==> config.mk <==
export PLATFORM = sky130hd
export DESIGN_NAME = stack_access_unit
export DESIGN_NICKNAME = d
export VERILOG_FILES = /design/src/rtl/stack_pkg.sv /design/src/rtl/stack_access_unit.sv
export SDC_FILE = /design/constraint.sdc
export NUM_CORES = 1
export LEC_CHECK = 0
export BUFFER_PORTS_ARGS = -buffer_cell sky130_fd_sc_hd__buf_2
export CAP_MARGIN = 10
export CORE_MARGIN = 8
export CORE_UTILIZATION = 40
export CTS_BUF_LIST = sky130_fd_sc_hd__clkbuf_8
export CTS_CLUSTER_DIAMETER = 50
export CTS_CLUSTER_SIZE = 24
export DETAILED_ROUTE_END_ITERATION = 6
export GPL_ROUTABILITY_DRIVEN = 0
export PLACE_DENSITY = 0.56
export SETUP_SLACK_MARGIN = 0.15
export SYNTH_ARGS = -nofsm -noshare
export SYNTH_HDL_FRONTEND = slang
export SYNTH_SLANG_ARGS = --single-unit
==> constraint.sdc <==
create_clock -name Clk -period 10.1 [get_ports Clk]
set_input_delay 1.515 -clock Clk [delete_from_list [all_inputs] [get_ports Clk]]
set_output_delay 1.515 -clock Clk [all_outputs]
set_load 0.02 [all_outputs]
==> src/rtl/stack_pkg.sv <==
`default_nettype none
// ============================================================================
// Module : stack_pkg
// Brief  : Shared state encoding, operation/size codes and SP bounds for the
//          stack access unit.
// Rev    : 1.0  initial release
// ============================================================================
package stack_pkg;

  typedef enum logic [2:0] {
    ST_IDLE  = 3'd0,
    ST_CHECK = 3'd1,
    ST_BEAT0 = 3'd2,
    ST_BEAT1 = 3'd3,
    ST_RESP  = 3'd4
  } state_t;

  localparam logic OP_PUSH = 1'b0;
  localparam logic OP_POP  = 1'b1;
  localparam logic SZ_16   = 1'b0;
  localparam logic SZ_32   = 1'b1;

  localparam logic [31:0] SP_RESET_DEFAULT = 32'd1048575;
  localparam logic [31:0] SP_LIMIT_DEFAULT = 32'd1047552;

endpackage : stack_pkg
`default_nettype wire

==> src/rtl/stack_access_unit.sv <==
`default_nettype none
// ============================================================================
// Module : stack_access_unit
// Brief  : Empty-descending stack engine; turns PUSH/POP requests into one or
//          two 16-bit data-memory beats and maintains the SP register.
// Rev    : 1.0  initial release
// ============================================================================
module stack_access_unit
  import stack_pkg::*;
#(
  parameter logic [31:0] SP_RESET = SP_RESET_DEFAULT,
  parameter logic [31:0] SP_LIMIT = SP_LIMIT_DEFAULT,
  parameter int          ADDR_W   = 20
) (
  input  logic              Clk,
  input  logic              Rst,
  input  logic              Req_Valid,
  output logic              Req_Ready,
  input  logic              Req_Pop,
  input  logic              Req_Wide,
  input  logic [31:0]       Req_Data,
  output logic              Resp_Valid,
  output logic [31:0]       Resp_Data,
  output logic              Resp_Err,
  output logic              Mem_Req,
  output logic              Mem_We,
  output logic [ADDR_W-1:0] Mem_Addr,
  output logic [15:0]       Mem_WData,
  input  logic [15:0]       Mem_RData,
  input  logic              Mem_Ack,
  output logic [31:0]       SP_Out
);

  state_t              r_state;
  logic [31:0]         r_sp;
  logic                r_pop;
  logic                r_wide;
  logic [31:0]         r_data;
  logic [15:0]         r_lo;
  logic                r_ready;
  logic                r_resp_valid;
  logic                r_resp_err;
  logic [31:0]         r_resp_data;
  logic                r_mem_req;
  logic                r_mem_we;
  logic [ADDR_W-1:0]   r_mem_addr;
  logic [15:0]         r_mem_wdata;

  logic [31:0] w_size;
  logic [31:0] w_sp_dec;
  logic [31:0] w_sp_inc;
  logic [31:0] w_sp_m1;
  logic [31:0] w_sp_p1;
  logic [31:0] w_sp_p2;
  logic [31:0] w_sp_next;
  logic        w_err;

  // Bounds are evaluated on the latched request while in CHECK; SP never wraps.
  assign w_size    = (r_wide == SZ_32) ? 32'd2 : 32'd1;
  assign w_sp_dec  = r_sp - w_size;
  assign w_sp_inc  = r_sp + w_size;
  assign w_sp_m1   = r_sp - 32'd1;
  assign w_sp_p1   = r_sp + 32'd1;
  assign w_sp_p2   = r_sp + 32'd2;
  assign w_sp_next = (r_pop == OP_POP) ? w_sp_inc : w_sp_dec;
  assign w_err     = (r_pop == OP_POP) ? (w_sp_inc > SP_RESET)
                                       : (w_sp_dec < (SP_LIMIT - 32'd1));

  always_ff @(posedge Clk) begin
    if (Rst) begin
      r_state      <= ST_IDLE;
      r_sp         <= SP_RESET;
      r_pop        <= OP_PUSH;
      r_wide       <= SZ_16;
      r_data       <= 32'd0;
      r_lo         <= 16'd0;
      r_ready      <= 1'b1;
      r_resp_valid <= 1'b0;
      r_resp_err   <= 1'b0;
      r_resp_data  <= 32'd0;
      r_mem_req    <= 1'b0;
      r_mem_we     <= 1'b0;
      r_mem_addr   <= '0;
      r_mem_wdata  <= 16'd0;
    end else begin
      case (r_state)
        ST_IDLE: begin
          if (Req_Valid && r_ready) begin
            r_pop   <= Req_Pop;
            r_wide  <= Req_Wide;
            r_data  <= Req_Data;
            r_ready <= 1'b0;
            r_state <= ST_CHECK;
          end
        end

        ST_CHECK: begin
          if (w_err) begin
            r_resp_valid <= 1'b1;
            r_resp_err   <= 1'b1;
            r_resp_data  <= 32'd0;
            r_state      <= ST_RESP;
          end else begin
            r_mem_req   <= 1'b1;
            r_mem_we    <= (r_pop == OP_PUSH);
            r_mem_addr  <= (r_pop == OP_POP) ? w_sp_p1[ADDR_W-1:0] : r_sp[ADDR_W-1:0];
            r_mem_wdata <= (r_wide == SZ_32) ? r_data[31:16] : r_data[15:0];
            r_state     <= ST_BEAT0;
          end
        end

        ST_BEAT0: begin
          if (Mem_Ack) begin
            r_lo <= Mem_RData;
            if (r_wide == SZ_32) begin
              r_mem_addr  <= (r_pop == OP_POP) ? w_sp_p2[ADDR_W-1:0] : w_sp_m1[ADDR_W-1:0];
              r_mem_wdata <= r_data[15:0];
              r_state     <= ST_BEAT1;
            end else begin
              r_mem_req    <= 1'b0;
              r_mem_we     <= 1'b0;
              r_resp_valid <= 1'b1;
              r_resp_err   <= 1'b0;
              r_resp_data  <= (r_pop == OP_POP) ? {16'd0, Mem_RData} : 32'd0;
              r_sp         <= w_sp_next;
              r_state      <= ST_RESP;
            end
          end
        end

        ST_BEAT1: begin
          if (Mem_Ack) begin
            r_mem_req    <= 1'b0;
            r_mem_we     <= 1'b0;
            r_resp_valid <= 1'b1;
            r_resp_err   <= 1'b0;
            r_resp_data  <= (r_pop == OP_POP) ? {Mem_RData, r_lo} : 32'd0;
            r_sp         <= w_sp_next;
            r_state      <= ST_RESP;
          end
        end

        ST_RESP: begin
          r_resp_valid <= 1'b0;
          r_resp_err   <= 1'b0;
          r_ready      <= 1'b1;
          r_state      <= ST_IDLE;
        end

        default: begin
          r_mem_req <= 1'b0;
          r_mem_we  <= 1'b0;
          r_ready   <= 1'b1;
          r_state   <= ST_IDLE;
        end
      endcase
    end
  end

  assign Req_Ready  = r_ready;
  assign Resp_Valid = r_resp_valid;
  assign Resp_Data  = r_resp_data;
  assign Resp_Err   = r_resp_err;
  assign Mem_Req    = r_mem_req;
  assign Mem_We     = r_mem_we;
  assign Mem_Addr   = r_mem_addr;
  assign Mem_WData  = r_mem_wdata;
  assign SP_Out     = r_sp;

endmodule : stack_access_unit
`default_nettype wire

==> run metrics <==
Max transition margin=14.8%; FF-to-FF setup slack=4.86 ns; #FFs+latches synth=158; CTS HTree Levels=4; DIE AREA=29,000 µm²; area of the multi-input gates=5890 µm²; number of flops mapped to enable cells by yosys=0; Compound-Gate Fraction of Synth Area=14.0%; f_max=191 MHz; nets=1,348; core box area=23,500 µm²; reg-to-reg startpoint=r_wide$_SDFFE_PP0P_; Hold-fix buffers, CTS=0; Fin. Hold Viols=0; Setup WS pre-CTS=4.83 ns; min cycle time layout=5.24 ns; peak supply drop=72.0 µV; slowest CP cell=dfxtp_1; Post-CTS Setup Inserts=0; Syn Area/Cell=7.97 µm²; nature of the critical path endpoint=register; Startpoint Class=register; largest family of logic cells by synthesized area=simple AND/OR/NAND/NOR gates; Post-Synth Adder-Cell Area=1.73%; part of the cycle the worst path needs=51.8%; Maximum Capacitance Violations=0; ant diodes=0; CP Class=reg2reg; Hold/Removal Path Class=reg2reg; outcome=finished, final reports clean; Pleak=4.27 nW; DR WL/cell=17.9 µm; clk_lat worst skew=0.48 ns; post-cts sizing count=0; CTS tree=done; RSZ-0062 raised after global routing=no; cts bufs inserted=17; Antenna Violating Nets Remaining=0; Cell variety after synth=72; routed vias/inst=5.42; drt pass-1 iters=5; CP arrival=5.60 ns; GRT Total Usage=19.7%; Sink Count=158; crit-path max cell delay=0.95 ns; DRC Markers=0; FF-to-FF End=Resp_Data[0]$_SDFFE_PP0P_; port buffer count=158; Seq/Total Area, Yosys=33.2%; mux share of post-synthesis cell area=9.70%; setup TNS=0 ns; Worst-path clk slew=0.10 ns; Worst Reg2Reg Path Length in Cells=10; total grt overflow=0; FFs w/ async S/R, synth=0%; Crit path depth=10; worst path bufs/invs=1; crit path to=Resp_Data[0]$_SDFFE_PP0P_; Critical path origin=r_wide$_SDFFE_PP0P_; layout cells sized above 1=21.8%; DP Cell Count=1,582; Post-Syn Nets=1,263; worst-margin pin slew=1.27 ns; die width=170 µm; Synth Flop Type=dfxtp_1; final wirelength=28,900 µm; cell area power density=136 nW/µm²; initial antenna violation count=0; row count=56; vias in the first global route=8,440; CTS root buf=clkbuf_8; Cell Chain, Critical Path=inv_1, ha_1, nor2b_1, o2111ai_1, or4_1, xnor2_1, or4b_2, nor2_2, a211o_1, mux2_2; critical path required time=10.46 ns; cell family with most CP delay=simple AND/OR/NAND/NOR gates; setup slack after layout=4.86 ns; largest net degree at the start of global routing=172; Finish-stage setup viols=0; vias post-DR=8,749; Synth Area in Simple Gates=30.9%; Clock Skew=0.0165 ns; P&R area growth vs syn=12.9%; synthesized cell area=9540 µm²; Syn. warnings=0; Vert. Die Dim=170 µm; Synth Area in XOR/XNOR=5.14%; critical path peak fanout=24; first-pass GRT wire length=46,400 µm; DP HPWL=19,700 µm; FF/Latch Area=3160 µm²; Ports=159; Syn Inst Count=1,197; CTS max path bufs=2; Slew Limit Fails=0; initial core utilization=40.6%; Iteration-0 DRC Markers=787; final std cells w/o fill=1,614; fillers=2,436
==> cells in the mapped netlist (22+ instances only) <==
master    instances  area (µm²)
a21oi_1         112         561
nand2b_1         33         206
nand3_1          54         270
xnor2_1          34         298
nand4_1          24         150
clkbuf_1         71         267
nor2_1           90         338
o21ai_0          30         150
dfxtp_1         158        3160
nor2b_1          53         332
mux2_4           37         556
nand2_1         182         683
nor3_1           26         130
xor2_1           22         193
==> sequential cells by signal, indices dropped and copies added, names as in the netlist <==
name	flops
Mem_Addr	20
Mem_Req	1
Mem_WData	16
Mem_We	1
Req_Ready	1
Resp_Data	32
Resp_Err	1
Resp_Valid	1
SP_Out	32
r_data	32
r_lo	16
r_pop	1
r_state	3
r_wide	1
==> area by class of cell <==
type	count	share of cell area (%)
clock buffers	17	2.17
multi-input cells	924	54.7
repair buffers	167	8.03
inverters	14	0.488
flip-flops and latches	158	29.4
clock inverters	15	1.53
well taps	319	3.71
==> through the flow <==
stage / util [%] / hold slack [ns] / total power [mW] / cell area [µm²]
2_1_floorplan: - / 0.437 / 0.912 / 9540
3_3_place_gp: 44.2 / 0.442 / 0.991 / 10400
3_5_place_dp: 44.2 / 0.447 / 0.994 / 10400
4_1_cts: 45.9 / 0.460 / 1.48 / 10800
5_1_grt: 45.9 / 0.476 / 1.54 / 10800
6_report: 45.9 / 0.461 / 1.46 / 10800
==> worst min path at each step <==
stage	start	slack [ns]	depth (start not counted)	endpoint
after CTS	r_lo[7]$_SDFFE_PP0P_	0.46	2	r_lo[7]$_SDFFE_PP0P_
after detailed placement	r_lo[7]$_SDFFE_PP0P_	0.45	2	r_lo[7]$_SDFFE_PP0P_
final	r_lo[1]$_SDFFE_PP0P_	0.46	2	r_lo[1]$_SDFFE_PP0P_
after global placement	r_lo[4]$_SDFFE_PP0P_	0.44	2	r_lo[4]$_SDFFE_PP0P_
after global routing	r_lo[7]$_SDFFE_PP0P_	0.48	2	r_lo[7]$_SDFFE_PP0P_
after floorplan	r_data[31]$_SDFFE_PP0P_	0.44	2	r_data[31]$_SDFFE_PP0P_
==> logic make-up after synthesis <==
logic type	after synthesis
multiplexers	72
AO/OA/AOI/OAI	216
flip-flops	158
XOR/XNOR	56
buffers and inverters	115
adder cells (fa/ha/maj)	12
AND/OR/NAND/NOR	568
==> metal layers <==
layer	GRT usage [%]	vias up	share of wire, %
li1	-	4339	-
met1	27.2	4061	47
met2	29.6	301	44
met3	4.38	48	6.7
met4	6.94	0	2.0
met5	0	-	0
==> report_power, final <==
part / internal [mW] / total (mW) / leakage, nW / switching [mW]
Sequential: 0.654 / 0.680 / 1.28 / 0.0260
Clock: 0.188 / 0.483 / 0.205 / 0.295
Combinational: 0.114 / 0.297 / 2.78 / 0.183
Total: 0.957 / 1.46 / 4.27 / 0.504
==> worst reg2reg max path, delay by kind of cell (launching register included) <==
kind                       cells  cell delay, ns
and+or+nand+nor                4            1.84
DFF                            1            0.95
buffers and inverters          1            0.33
AOI/OAI and AO/OA              2            1.04
xor gates and xnor gates       1            0.16
muxes                          1            0.43
adders and majority gates      1            0.39
==> layout by cell type, fill, tap and decap left out, types with 12 or more instances in the layout <==
cell	n
nor4_1	12
nand3_1	54
nor2b_1	53
a22oi_1	17
inv_1	13
nand2b_1	33
mux2_2	15
buf_2	157
nor3_1	26
xnor2_1	34
or3_1	20
mux2i_1	20
nand2_1	182
clkbuf_8	17
nand4_1	24
a21oi_1	112
mux2_4	37
xor2_1	22
nand3b_1	16
o21ai_0	30
dfxtp_1	157
and3_1	12
nor2_1	89
Power figures use the tool's default switching activity.
